===== config.mk =====
export PLATFORM = sky130hd
export DESIGN_NAME = jpeg_huffman_block_scheduler
export DESIGN_NICKNAME = d
export VERILOG_FILES = /design/src/rtl/jpeg_pkg.sv /design/src/rtl/jpeg_rr_picker.sv /design/src/rtl/jpeg_huffman_block_scheduler.sv
export SDC_FILE = /design/constraint.sdc
export NUM_CORES = 1
export LEC_CHECK = 0
export BUFFER_PORTS_ARGS = -buffer_cell sky130_fd_sc_hd__clkbuf_2
export CORE_UTILIZATION = 57
export DETAILED_ROUTE_END_ITERATION = 7
export PLACE_DENSITY = 0.81
export SLEW_MARGIN = 20
export SYNTH_ARGS = -nofsm -noshare
export SYNTH_HDL_FRONTEND = slang
export SYNTH_SLANG_ARGS = --single-unit
export TNS_END_PERCENT = 1

===== constraint.sdc =====
create_clock -name clock -period 3.6 [get_ports clock]
set_input_delay 0 -clock clock [delete_from_list [all_inputs] [get_ports clock]]
set_output_delay 0 -clock clock [all_outputs]
set_load 0.005 [all_outputs]

===== src/rtl/jpeg_pkg.sv =====
`default_nettype none
// ============================================================================
// Module      : jpeg_pkg
// Description : Shared types and constants for the JPEG Huffman block
//               scheduler. The RST_MARK state exists only when the
//               JPEG_RESTART_EN macro is defined.
// Revision    : 1.0 - initial release
// ============================================================================
package jpeg_pkg;

    localparam int BLOCK_COUNT_W = 16;
    localparam int NUM_COEFFS    = 64;
    localparam int RST_MOD       = 8;

    typedef enum logic [3:0] {
        ST_IDLE     = 4'd0,
        ST_SELECT   = 4'd1,
        ST_START    = 4'd2,
        ST_WAIT_HI  = 4'd3,
        ST_WAIT_LO  = 4'd4,
        ST_RELEASE  = 4'd5,
        ST_FLUSH    = 4'd6,
        ST_DONE     = 4'd7
`ifdef JPEG_RESTART_EN
        ,
        ST_RST_MARK = 4'd8
`endif
    } sched_state_t;

endpackage
`default_nettype wire


===== src/rtl/jpeg_rr_picker.sv =====
`default_nettype none
// ============================================================================
// Module      : jpeg_rr_picker
// Description : Combinational round-robin search. Starting at the pointer and
//               wrapping around, returns the first buffer flagged full.
// Revision    : 1.0 - initial release
// ============================================================================
module jpeg_rr_picker #(
    parameter int NUM_BUFS = 2
) (
    input  logic [NUM_BUFS-1:0]         i_buf_full,
    input  logic [$clog2(NUM_BUFS)-1:0] i_ptr,
    output logic [$clog2(NUM_BUFS)-1:0] o_idx,
    output logic                        o_valid
);

    localparam int c_SEL_W = $clog2(NUM_BUFS);

    logic [c_SEL_W-1:0] w_cand;

    // Scan offsets from farthest to nearest so the nearest full buffer wins.
    always_comb begin
        o_idx   = i_ptr;
        o_valid = 1'b0;
        w_cand  = '0;
        for (int i = NUM_BUFS - 1; i >= 0; i--) begin
            w_cand = c_SEL_W'((int'(i_ptr) + i) % NUM_BUFS);
            if (i_buf_full[w_cand]) begin
                o_idx   = w_cand;
                o_valid = 1'b1;
            end
        end
    end

endmodule
`default_nettype wire


===== src/rtl/jpeg_huffman_block_scheduler.sv =====
`default_nettype none
// ============================================================================
// Module      : jpeg_huffman_block_scheduler
// Description : Steps one frame of coefficient blocks through the Huffman
//               encoder: picks a full buffer round-robin, starts the encoder,
//               waits for it to finish, releases the buffer, and flushes the
//               bit packer at end of frame.
//               Optional macro JPEG_RESTART_EN adds restart-marker handling
//               and the rst_index output.
// Revision    : 1.0 - initial release
// ============================================================================
module jpeg_huffman_block_scheduler
    import jpeg_pkg::*;
#(
    parameter int NUM_BUFS         = 2,
    parameter int BLOCKS_PER_FRAME = 1200,
    parameter int RESTART_INTERVAL = 8
) (
    input  logic                         clock,
    input  logic                         reset,
    input  logic                         frame_start,
    input  logic [NUM_BUFS-1:0]          buf_full,
    output logic [NUM_BUFS-1:0]          buf_release,
    output logic                         huff_start,
    output logic [$clog2(NUM_BUFS)-1:0]  huff_buf_sel,
    input  logic                         huff_busy,
    output logic                         dc_pred_reset,
    output logic                         flush_req,
    input  logic                         flush_ack,
    output logic                         frame_done,
    output logic                         busy,
    output logic [BLOCK_COUNT_W-1:0]     block_count
`ifdef JPEG_RESTART_EN
    ,
    output logic [2:0]                   rst_index
`endif
);

    localparam int                       c_SEL_W        = $clog2(NUM_BUFS);
    localparam logic [c_SEL_W-1:0]       c_LAST_BUF     = c_SEL_W'(NUM_BUFS - 1);
    localparam logic [BLOCK_COUNT_W-1:0] c_FRAME_BLOCKS = BLOCK_COUNT_W'(BLOCKS_PER_FRAME);

    sched_state_t             r_state;
    sched_state_t             w_state_nxt;
    logic [c_SEL_W-1:0]       r_sel;
    logic [c_SEL_W-1:0]       r_rr;
    logic [c_SEL_W-1:0]       w_pick_idx;
    logic [c_SEL_W-1:0]       w_rr_nxt;
    logic                     w_pick_valid;
    logic [BLOCK_COUNT_W-1:0] r_count;
    logic [BLOCK_COUNT_W-1:0] w_count_inc;
    logic                     r_busy;

`ifdef JPEG_RESTART_EN
    logic [2:0] r_rst_idx;
    logic       w_marker_due;

    // A marker is due on every interval boundary except the frame's last block.
    assign w_marker_due = ((int'(w_count_inc) % RESTART_INTERVAL) == 0);
    assign rst_index    = r_rst_idx;
`endif

    assign w_count_inc  = r_count + 1'b1;
    assign w_rr_nxt     = (r_sel == c_LAST_BUF) ? '0 : r_sel + 1'b1;
    assign huff_buf_sel = r_sel;
    assign block_count  = r_count;
    assign busy         = r_busy;

    jpeg_rr_picker #(
        .NUM_BUFS (NUM_BUFS)
    ) u_picker (
        .i_buf_full (buf_full),
        .i_ptr      (r_rr),
        .o_idx      (w_pick_idx),
        .o_valid    (w_pick_valid)
    );

    // State register.
    always_ff @(posedge clock or posedge reset) begin
        if (reset) begin
            r_state <= ST_IDLE;
        end else begin
            r_state <= w_state_nxt;
        end
    end

    // Next-state decode and Moore/transition pulse outputs.
    always_comb begin
        w_state_nxt   = r_state;
        huff_start    = 1'b0;
        buf_release   = '0;
        dc_pred_reset = 1'b0;
        flush_req     = 1'b0;
        frame_done    = 1'b0;
        case (r_state)
            ST_IDLE: begin
                if (frame_start) begin
                    dc_pred_reset = 1'b1;
                    w_state_nxt   = ST_SELECT;
                end
            end
            ST_SELECT: begin
                if (w_pick_valid) begin
                    w_state_nxt = ST_START;
                end
            end
            ST_START: begin
                huff_start  = 1'b1;
                w_state_nxt = ST_WAIT_HI;
            end
            ST_WAIT_HI: begin
                if (huff_busy) begin
                    w_state_nxt = ST_WAIT_LO;
                end
            end
            ST_WAIT_LO: begin
                if (!huff_busy) begin
                    w_state_nxt = ST_RELEASE;
                end
            end
            ST_RELEASE: begin
                buf_release[r_sel] = 1'b1;
                if (w_count_inc == c_FRAME_BLOCKS) begin
                    w_state_nxt = ST_FLUSH;
`ifdef JPEG_RESTART_EN
                end else if (w_marker_due) begin
                    w_state_nxt = ST_RST_MARK;
`endif
                end else begin
                    w_state_nxt = ST_SELECT;
                end
            end
            ST_FLUSH: begin
                flush_req = 1'b1;
                if (flush_ack) begin
                    w_state_nxt = ST_DONE;
                end
            end
            ST_DONE: begin
                frame_done  = 1'b1;
                w_state_nxt = ST_IDLE;
            end
`ifdef JPEG_RESTART_EN
            ST_RST_MARK: begin
                // Pad to a byte boundary first, then restart DC prediction.
                flush_req = 1'b1;
                if (flush_ack) begin
                    dc_pred_reset = 1'b1;
                    w_state_nxt   = ST_SELECT;
                end
            end
`endif
            default: begin
                w_state_nxt = ST_IDLE;
            end
        endcase
    end

    // Buffer selection, round-robin pointer, block counter and busy flag.
    always_ff @(posedge clock or posedge reset) begin
        if (reset) begin
            r_sel   <= '0;
            r_rr    <= '0;
            r_count <= '0;
            r_busy  <= 1'b0;
        end else begin
            if (r_state == ST_IDLE && frame_start) begin
                r_count <= '0;
                r_busy  <= 1'b1;
            end
            if (r_state == ST_SELECT && w_pick_valid) begin
                r_sel <= w_pick_idx;
            end
            if (r_state == ST_RELEASE) begin
                r_count <= w_count_inc;
                r_rr    <= w_rr_nxt;
            end
            if (r_state == ST_DONE) begin
                r_busy <= 1'b0;
            end
        end
    end

`ifdef JPEG_RESTART_EN
    // Restart marker number: cleared per frame, advanced once per marker.
    always_ff @(posedge clock or posedge reset) begin
        if (reset) begin
            r_rst_idx <= '0;
        end else if (r_state == ST_IDLE && frame_start) begin
            r_rst_idx <= '0;
        end else if (r_state == ST_RST_MARK && flush_ack) begin
            r_rst_idx <= r_rst_idx + 1'b1;
        end
    end
`endif

endmodule
`default_nettype wire


==> results of run 1 <==
-- metrics by stage --
step           area (um2)  util [%]  worst slack, ns
2_1_floorplan        1370         -             1.87
3_3_place_gp         1530      68.3             1.61
3_5_place_dp         1530      68.3             1.53
4_1_cts              1600      71.7             1.51
5_1_grt              1600      71.7             1.29
6_report             1600      71.7             1.51
-- worst paths after layout --
path	from	to	slack, ns	cells after the start
setup / recovery	r_state[2]	block_count[8]	1.51	6
hold / removal	frame_start	busy	0.11	3
setup reg to reg	r_state[2]	block_count[8]	1.51	6
hold reg to reg	r_rr	r_rr	0.50	1
max in group asynchronous	reset	block_count[3]	2.73	3
min in group asynchronous	reset	block_count[14]	0.36	3
-- critical path, stage by stage (launching register included) --
cell     delay, ns
dfrtp_1       0.52
nand2_1       0.13
nor2_1        0.04
buf_4         0.20
nor2_1        0.76
o21ai_0       0.21
o31ai_1       0.12
-- cells in the mapped netlist (2+ instances only) --
cell      count  area [um2]
xor2_1        2        17.5
a22o_1        4        35.0
nand4_1       7        43.8
and2_1        2        12.5
mux2i_1       2        20.0
a21oi_1       5        25.0
nor3_1        7        35.0
nand2b_1      2        12.5
a31oi_1       6        37.5
and3_1        2        12.5
nand2_1      14        52.6
nor2b_1       3        18.8
buf_2         5        25.0
nor3b_1       2        15.0
xnor2_1       3        26.3
or2_2         2        12.5
nand3_1       7        35.0
o21ai_0      24         120
and3_2        2        15.0
dfrtp_1      22         551
o21bai_1      2        15.0
nor2_1       13        48.8
o31ai_1       3        22.5
inv_1         5        18.8
-- cell families (layout without fill, tap and decap cells) --
family	count (synthesis)	count (layout)	share of synthesized area (%)
mux	2	2	1.47
xor+xnor	5	5	3.21
fa+ha+maj	1	1	0.916
compound gates	49	49	21.7
simple gates	69	69	28.6
flops	22	22	40.3
buf+inv	12	44	3.85
-- layer usage --
metal,up-vias,global-route usage (%)
met4,0,13.9
met2,51,44.5
met5,-,0
li1,657,-
met1,633,33.4
met3,9,4.46
-- power groups by stage --
stage / Combinational (mW) / Sequential, mW / Clock (mW)
after floorplan: 0.248 / 0.377 / 0
after global placement: 0.303 / 0.412 / 0
after detailed placement: 0.311 / 0.422 / 0
after CTS: 0.325 / 0.417 / 0.143
after global routing: 0.363 / 0.431 / 0.151
final: 0.322 / 0.418 / 0.139
-- state kept, by name, summed over array words and instances (netlist names) --
name / cells
block_count: 16
r_state: 3
busy: 1
huff_buf_sel: 1
r_rr: 1
-- cell type report --
cell class                      count  area, um2
Multi-Input combinational cell    126        763
Tap cell                           28       35.0
Sequential cell                    22        551
Inverter                            5       18.8
Timing Repair Buffer               35        198
Fill cell                         189        632
Clock buffer                        4       36.3
-- what timing repair did --
action | CTS | global route
hold endpoints to repair | 24 | 0
setup endpoints to repair | 0 | 0
hold buffers | 4 | 0
==> flow_metrics.tcl, run 1 <==
set metrics [dict create \
    via_per_inst 6.14 \
    wl_met1_um 1420 \
    numCtsBuffers 3 \
    maxSlewHeadroom_pct 34.5 \
    dr.max_layer_used "met4" \
    grt_antenna_before_repair 0 \
    cts_tree "yes" \
    postRouteAntennaNets 0 \
    vias 1350 \
    drc 0 \
    synth_ff_type "dfrtp_1" \
    seqPwrFrac_pct 47.5 \
    finClkSkew_ns 0.00380 \
    async_reset_ff_share_pct 100 \
    wl_met3_um 133 \
    synth_edf_count 0 \
    syn-num-nets 168 \
    p_leak_nw 0.730 \
    max-vdd-ir-drop_v 0.000477 \
    cts_resized 0 \
    synthCells 160 \
    finalHoldViolations 0 \
    synth_cell_types 38 \
    ios 31 \
    totalPowerFinal_mw 0.879 \
    synth_area_um2 1370 \
    setup-tns-final_ns 0 \
    rows 17 \
    worstHoldPathType "input port to flop" \
    cp_max_fo 16 \
    critPathKind "flop to flop" \
    min_period_over_period_pct 58.1 \
    wl_met2_um 1520 \
    clkPwrFrac_pct 15.8 \
    final_max_slew_viol_count 0 \
    cp.required_ns 3.81 \
    place_hpwl_um 2160 \
    drive_gt1_share_pct 22.4 \
    yosysSeqAreaShare_pct 40.3 \
    grt_max_degree 23 \
    start_util_pct 61.2 \
    cts.path.max_buffers 2 \
    critical_path_arrival_ns 2.30 \
    clockRootBuffer "clkbuf_4" \
    die_y_um 51.0 \
    outcome "completed" \
    die_area_um2 2600 \
    clkSinkCount 22 \
    area_growth_pct 17.2 \
    drt_pass1_iterations 4 \
    dpl.cell_count 212 \
    gp_congestion 0.879 \
    core_area_um2 2230 \
    p_per_area_nw_per_um2 549 \
    die_w_um 51.0 \
    maxCapViolCount 0 \
    grt_overflow 0 \
    hold_slack_ns 0.108 \
    mostFrequentLayoutCell "clkbuf_2" \
    rsz0062_at_grt "false" \
    clk_pin_slew_ns 0.12 \
    fin_crit_ns 2.09 \
    yosys_warnings 0 \
    drtIter0Drc 53 \
    post-cts-setup-buffers 0 \
    num_antenna_cells 0 \
    grt_pass1_wl_um 5160 \
    drt-wirelength-per-cell_um 14.3 \
    power_switching_mw 0.357 \
    max_freq_mhz 478 \
    grt_use_total_pct 26.8 \
    num-nets-final 201 \
    worstMarginPinSlew_ns 0.979 \
    wirelength_um 3140 \
    setup_viol 0 \
    port_buffers 30 \
    most-common-layout-cells "clkbuf_2, o21ai_0, dfrtp_1" \
    avgSynthCellArea_um2 8.54 \
    crit_path_end_kind "flop" \
    synth_seq_cells 22 \
    grt_pass1_vias 1206 \
    insertion_delay_ns 0.31 \
    htreeDepth 1 \
    p_int_mw 0.522 \
    p_comb_share_pct 36.7 \
    final_cells 220 \
    netSwitchingFraction_pct 40.6 \
    startpoint_type "flop" \
]
No activity file was read; power rests on OpenSTA's default activity.
==> run 2, diff against run 1 <==
--- a/config.mk
+++ b/config.mk
@@ -6,9 +6,9 @@
 export NUM_CORES = 1
 export LEC_CHECK = 0
 export BUFFER_PORTS_ARGS = -buffer_cell sky130_fd_sc_hd__clkbuf_2
-export CORE_UTILIZATION = 57
+export CORE_UTILIZATION = 53
 export DETAILED_ROUTE_END_ITERATION = 7
-export PLACE_DENSITY = 0.81
+export PLACE_DENSITY = 0.76
 export SLEW_MARGIN = 20
 export SYNTH_ARGS = -nofsm -noshare
 export SYNTH_HDL_FRONTEND = slang
==> constraint.sdc (replaced) <==
create_clock -name clock -period 2.14 [get_ports clock]
set_input_delay 0 -clock clock [delete_from_list [all_inputs] [get_ports clock]]
set_output_delay 0 -clock clock [all_outputs]
set_load 0.005 [all_outputs]
==> run 2 against run 1 <==
Final cell count increased by 1.4%. Global-route usage decreased by 2.7 points. Final area up 0.39%. Critical path depth did not move. Sequential power is 68% higher. Maximum frequency increased by 9.3%. Sequential share of layout area shrank 0.13 points. Clock skew grew 0.00097 ns. Hold slack gained 0.035 ns. Core utilization down 6.2 points. Combinational power up 70%. Worst setup slack lost 1.3 ns. Critical endpoint is now r_state[0]. Largest power group unchanged.
==> flow_metrics.tcl, run 2 (synthesized netlist as in run 1, its figures left out) <==
set metrics [dict create \
    p_leak_nw 0.734 \
    whs_path_depth 3 \
    num_antenna_cells 0 \
    wirelength_um 3020 \
    totalPowerFinal_mw 1.44 \
    p_per_area_nw_per_um2 894 \
    port_buffers 30 \
    final_cells 223 \
    grt_max_degree 23 \
    grt_overflow 0 \
    maxCapViolCount 0 \
    numCtsBuffers 3 \
    startpoint_type "flop" \
    drt_pass1_iterations 4 \
    drtIter0Drc 20 \
    grt_antenna_before_repair 0 \
    worstReg2RegStart "block_count[0]" \
    max_freq_mhz 523 \
    finClkSkew_ns 0.00477 \
    die_w_um 52.8 \
    place_ws_ns 0.239 \
    outcome "completed" \
    setup-tns-final_ns 0 \
    p_int_mw 0.845 \
    worst_slack_ns 0.228 \
    ios 31 \
    setup_viol 0 \
    htreeDepth 1 \
    hold_end "busy" \
    grt_pass1_wl_um 4920 \
    grt_pass1_vias 1106 \
    critPathKind "flop to flop" \
    max-vdd-ir-drop_v 0.000608 \
    core_area_um2 2450 \
    worstMarginPinSlew_ns 0.838 \
    via_per_inst 5.93 \
    nFillCells 230 \
    wl_met1_um 1460 \
    hold_start "frame_start" \
    cp.required_ns 2.35 \
    die_y_um 52.8 \
    clk_pin_slew_ns 0.12 \
    finalHoldViolations 0 \
    num-nets-final 203 \
    die_area_um2 2790 \
    wl_met3_um 129 \
    critical_path_arrival_ns 2.12 \
    post-cts-setup-buffers 0 \
    dr.max_layer_used "met4" \
    cts_tree "yes" \
    area_growth_pct 17.7 \
    final_util_pct 65.5 \
    dpl.cell_count 216 \
    place_hpwl_um 2130 \
    netSwitchingFraction_pct 41.2 \
    worstHoldPathType "input port to flop" \
    largest_reg_flops 16 \
    drive_gt1_share_pct 23.3 \
    mostFrequentLayoutCell "clkbuf_2" \
    timing.rr.end "r_state[0]" \
    crit_chain "ha_1 > nand3_1 > nor2_1 > a22o_1 > nand4_1 > o22a_2" \
    cp_slowest_cell "dfrtp_1" \
    clockRootBuffer "clkbuf_4" \
    crit_path_max_incr_delay_ns 0.50 \
    clkSinkCount 22 \
    vias 1322 \
    r2r_setup_slack_ns 0.23 \
    drt-wirelength-per-cell_um 13.5 \
    start_util_pct 55.7 \
    gp_congestion 0.871 \
    p_comb_share_pct 38.0 \
    postRouteAntennaNets 0 \
    power_switching_mw 0.592 \
    most-common-layout-cells "clkbuf_2, o21ai_0, dfrtp_1" \
    clkPwrFrac_pct 13.1 \
    cts.path.max_buffers 2 \
    wl_met2_um 1390 \
    seqPwrFrac_pct 48.9 \
    maxSlewHeadroom_pct 44.1 \
    min_period_over_period_pct 89.3 \
    drc 0 \
    rows 18 \
    fin_crit_ns 1.91 \
    final_max_slew_viol_count 0 \
    cp_max_fo 9 \
    insertion_delay_ns 0.30 \
    worst-r2r-cell-count 6 \
    grt_use_total_pct 24.1 \
    rsz0062_at_grt "false" \
    crit_path_end_kind "flop" \
]
run 2: changes by cell type in the layout (fill, tap and decap cells not counted):
cell,previous run,this run
nor2_1,13,12
nor2_2,0,1
buf_4,1,3
clkbuf_8,1,0
run 2: worst max path at each step:
stage / startpoint / endpoint / depth (start not counted)
2_1_floorplan: block_count[0] / r_state[0] / 6
3_3_place_gp: block_count[0] / r_state[0] / 6
3_5_place_dp: block_count[0] / r_state[0] / 6
4_1_cts: block_count[0] / r_state[0] / 6
5_1_grt: block_count[1] / block_count[14] / 7
6_report: block_count[0] / r_state[0] / 6
run 2: layout make-up:
cell class,instances,area [um2],share of cell area [%]
clock buffers,3,22.5,1.40
inverters,5,18.8,1.17
multi-input cells,126,766,47.6
flip-flops and latches,22,551,34.2
well taps,30,37.5,2.33
repair buffers,37,213,13.2
run 2: power groups by stage:
stage               combinational, mW  sequential (mW)  clock [mW]
finish                          0.546            0.703       0.188
CTS                             0.549            0.699       0.194
global placement                0.510            0.697           0
detailed placement              0.525            0.707           0
global route                    0.622            0.728       0.208
floorplan                       0.418            0.634           0
run 2: metal layers:
| layer | vias up | GRT usage, % |
|---|---|---|
| met1 | 624 | 31.8 |
| met5 | - | 0 |
| met2 | 38 | 39.7 |
| met4 | 0 | 10.1 |
| met3 | 4 | 2.61 |
| li1 | 656 | - |
run 2: through the flow:
stage / area, um2 / hold slack [ns]
global placement: 1540 / 0.184
floorplan: 1370 / -0.0108
CTS: 1610 / 0.129
finish: 1610 / 0.143
detailed placement: 1540 / 0.203
global route: 1610 / 0.157
run 2: timing repair:
item,4_1_cts,5_1_grt
hold buffers,4,0
gates resized for setup,0,1
endpoints found under the hold margin,24,0
endpoints found under the setup margin,0,1
run 2: critical path, delay by kind of cell, from the launching register on:
kind | cells | cell delay (ns)
DFF | 1 | 0.50
AOI/OAI and AO/OA | 2 | 0.41
adders and majority gates | 1 | 0.32
and+or+nand+nor | 3 | 0.60
==> run 3, diff against run 2 <==
--- a/config.mk
+++ b/config.mk
@@ -5,12 +5,13 @@
 export SDC_FILE = /design/constraint.sdc
 export NUM_CORES = 1
 export LEC_CHECK = 0
-export BUFFER_PORTS_ARGS = -buffer_cell sky130_fd_sc_hd__clkbuf_2
-export CORE_UTILIZATION = 53
+export CORE_UTILIZATION = 60
 export DETAILED_ROUTE_END_ITERATION = 7
-export PLACE_DENSITY = 0.76
+export DONT_BUFFER_PORTS = 1
+export PLACE_DENSITY = 0.73
 export SLEW_MARGIN = 20
 export SYNTH_ARGS = -nofsm -noshare
 export SYNTH_HDL_FRONTEND = slang
+export SYNTH_HIERARCHICAL = 1
 export SYNTH_SLANG_ARGS = --single-unit
 export TNS_END_PERCENT = 1
==> constraint.sdc (replaced) <==
create_clock -name clock -period 1.9 [get_ports clock]
set_input_delay 0 -clock clock [delete_from_list [all_inputs] [get_ports clock]]
set_output_delay 0 -clock clock [all_outputs]
set_load 0.005 [all_outputs]
==> run 3 against run 2 <==
The flow now finishes with violations (negative setup slack). Core utilization grew 19 points. Register-to-register slack worse by 0.34 ns. Power is 4.5% higher. Critical path type unchanged. Largest power group unchanged.
==> flow_metrics.tcl, run 3 <==
set metrics [dict create \
    outcome "finished, violations left" \
    violations "negative setup slack" \
    dr.max_layer_used "met4" \
    vias 1502 \
    worstMarginPinSlew_ns 0.852 \
    cts.path.max_buffers 2 \
    drt-wirelength-per-cell_um 17.5 \
    max_freq_mhz 498 \
    synth_area_um2 1440 \
    syn-num-nets 175 \
    cp.required_ns 2.12 \
    totalPowerFinal_mw 1.50 \
    crit_path_end_kind "flop" \
    gp_congestion 0.912 \
    nFillCells 141 \
    drtIter0Drc 41 \
    p_leak_nw 0.812 \
    avgSynthCellArea_um2 8.64 \
    finalHoldViolations 0 \
    htreeDepth 1 \
    synth_ff_type "dfrtp_1" \
    wl_met2_um 2050 \
    cts_tree "yes" \
    drc 0 \
    setup-tns-final_ns -0.210 \
    r2r_setup_slack_ns -0.11 \
    finClkSkew_ns 0.00207 \
    synth_seq_cells 22 \
    ys_top_cells_by_area "dfrtp_1, o21ai_0, nand2_1" \
    via_per_inst 6.39 \
    synth_cell_types 51 \
    dpl.cell_count 222 \
    crit_top_cell "nand4_1" \
    grt_max_degree 23 \
    min_period_over_period_pct 106 \
    drive_gt1_share_pct 32.4 \
    grt_pass1_vias 1439 \
    rsz0062_at_grt "true" \
    core_area_um2 2230 \
    crit_path_max_incr_delay_ns 0.39 \
    start_util_pct 64.6 \
    clockRootBuffer "clkbuf_4" \
    final_cells 235 \
    yosys_warnings 6 \
    p_per_area_nw_per_um2 800 \
    critPathKind "flop to flop" \
    wl_met3_um 362 \
    die_y_um 51.0 \
    clk_pin_slew_ns 0.13 \
    startpoint_type "flop" \
    synthCells 167 \
    setup_viol 3 \
    critical_path_arrival_ns 2.23 \
    rows 17 \
    port_buffers 0 \
    yosys.area.top_type_share_pct 38.2 \
    yosysSeqAreaShare_pct 38.2 \
    synth_edf_count 0 \
    crit_chain "nand4_1 > nor4_2 > mux2_2 > a32oi_1 > nand4_1 > a211o_1" \
    wl_met1_um 1560 \
    num_antenna_cells 0 \
    cp_max_fo 2 \
    insertion_delay_ns 0.32 \
    die_w_um 51.0 \
    numCtsBuffers 3 \
    async_reset_ff_share_pct 100 \
    yosys.area.top_type "dfrtp_1" \
    postRouteAntennaNets 0 \
    synth_common_cells "dfrtp_1, o21ai_0, nand2_1" \
    ios 31 \
    maxCapViolCount 0 \
    clkSinkCount 22 \
    worst_slack_ns -0.109 \
    largest_reg_flops 16 \
    grt_use_total_pct 34.7 \
    grt_pass1_wl_um 6420 \
    worstHoldPathType "input port to flop" \
    num-nets-final 216 \
    grt_overflow 0 \
    grt_antenna_before_repair 0 \
    max-vdd-ir-drop_v 0.000995 \
    place_hpwl_um 2810 \
    wirelength_um 4110 \
    area_growth_pct 30.1 \
    final_max_slew_viol_count 0 \
    cp_slowest_cell "mux2_2" \
    place_ws_ns -0.130 \
    most-common-layout-cells "buf_4, o21ai_0, dfrtp_1" \
    drt_pass1_iterations 4 \
    maxSlewHeadroom_pct 43.1 \
    mostFrequentLayoutCell "buf_4" \
    die_area_um2 2600 \
    fin_crit_ns 2.01 \
]
-- run 3: changes by cell type after synthesis, moves of 3 or more --
| cell | delta |
|---|---|
| nand2_1 | +3 |
| nor3_1 | -5 |
| a31oi_1 | -3 |
| clkbuf_1 | +5 |
| buf_2 | -4 |
| nor4_1 | +3 |
| a22o_1 | -3 |
| nor2_1 | +3 |
-- run 3: power breakdown --
part | switching, mW | leakage, nW | total, mW | internal [mW]
Clock | 0.154 | 0.0210 | 0.272 | 0.117
Sequential | 0.119 | 0.291 | 0.675 | 0.556
Combinational | 0.317 | 0.500 | 0.555 | 0.238
Total | 0.590 | 0.812 | 1.50 | 0.911
-- run 3: metal layers --
layer | vias up | track usage, %
met1 | 714 | 39.7
met5 | - | 0
met4 | 0 | 20.4
met3 | 13 | 6.85
met2 | 77 | 59.4
li1 | 698 | -
-- run 3: layout make-up --
class / count / area [um2] / area share (%)
multi-input cells: 131 / 890 / 47.4
flip-flops and latches: 22 / 553 / 29.5
repair buffers: 44 / 340 / 18.1
clock buffers: 4 / 36.3 / 1.93
well taps: 28 / 35.0 / 1.87
inverters: 6 / 22.5 / 1.20
-- run 3: kinds of logic after synthesis --
| group | after synthesis | share of synthesized area (%) |
|---|---|---|
| muxes | 3 | 2.25 |
| adders and majority gates | 1 | 0.867 |
| DFF | 22 | 38.2 |
| xor gates and xnor gates | 4 | 2.43 |
| AOI/OAI and AO/OA | 50 | 23.5 |
| buffers and inverters | 14 | 3.82 |
| and+or+nand+nor | 73 | 29.0 |
-- run 3: final timing paths --
| path | start | end | depth (start not counted) |
|---|---|---|---|
| worst max-delay path | block_count[10] | r_state[0] | 6 |
| worst min-delay path | huff_busy | r_state[1] | 3 |
| worst max register to register | block_count[10] | r_state[0] | 6 |
| worst min register to register | r_rr | r_rr | 1 |
| max in group asynchronous | reset | block_count[0] | 2 |
| min in group asynchronous | reset | block_count[1] | 2 |
-- run 3: what timing repair did --
action / in CTS / in global routing
gates resized for setup: 7 / 2
buffers inserted: 5 / 0
pin swaps: 9 / 0
hold endpoints to repair: 24 / 0
hold buffers: 4 / 0
setup endpoints to repair: 4 / 3
-- run 3: critical path, delay by kind of cell, from the launching register on --
kind            cells  cell delay (ns)
simple gates        3             0.67
compound gates      2             0.49
mux                 1             0.39
flops               1             0.37
-- run 3: per-stage QoR --
step           hold WS (ns)  instance area (um2)  util, %
2_1_floorplan       -0.0109                 1470        -
3_3_place_gp         0.0845                 1720     77.1
3_5_place_dp          0.104                 1720     77.1
4_1_cts              0.0199                 1870     83.9
5_1_grt              0.0156                 1880     84.0
6_report            0.00874                 1880     84.0
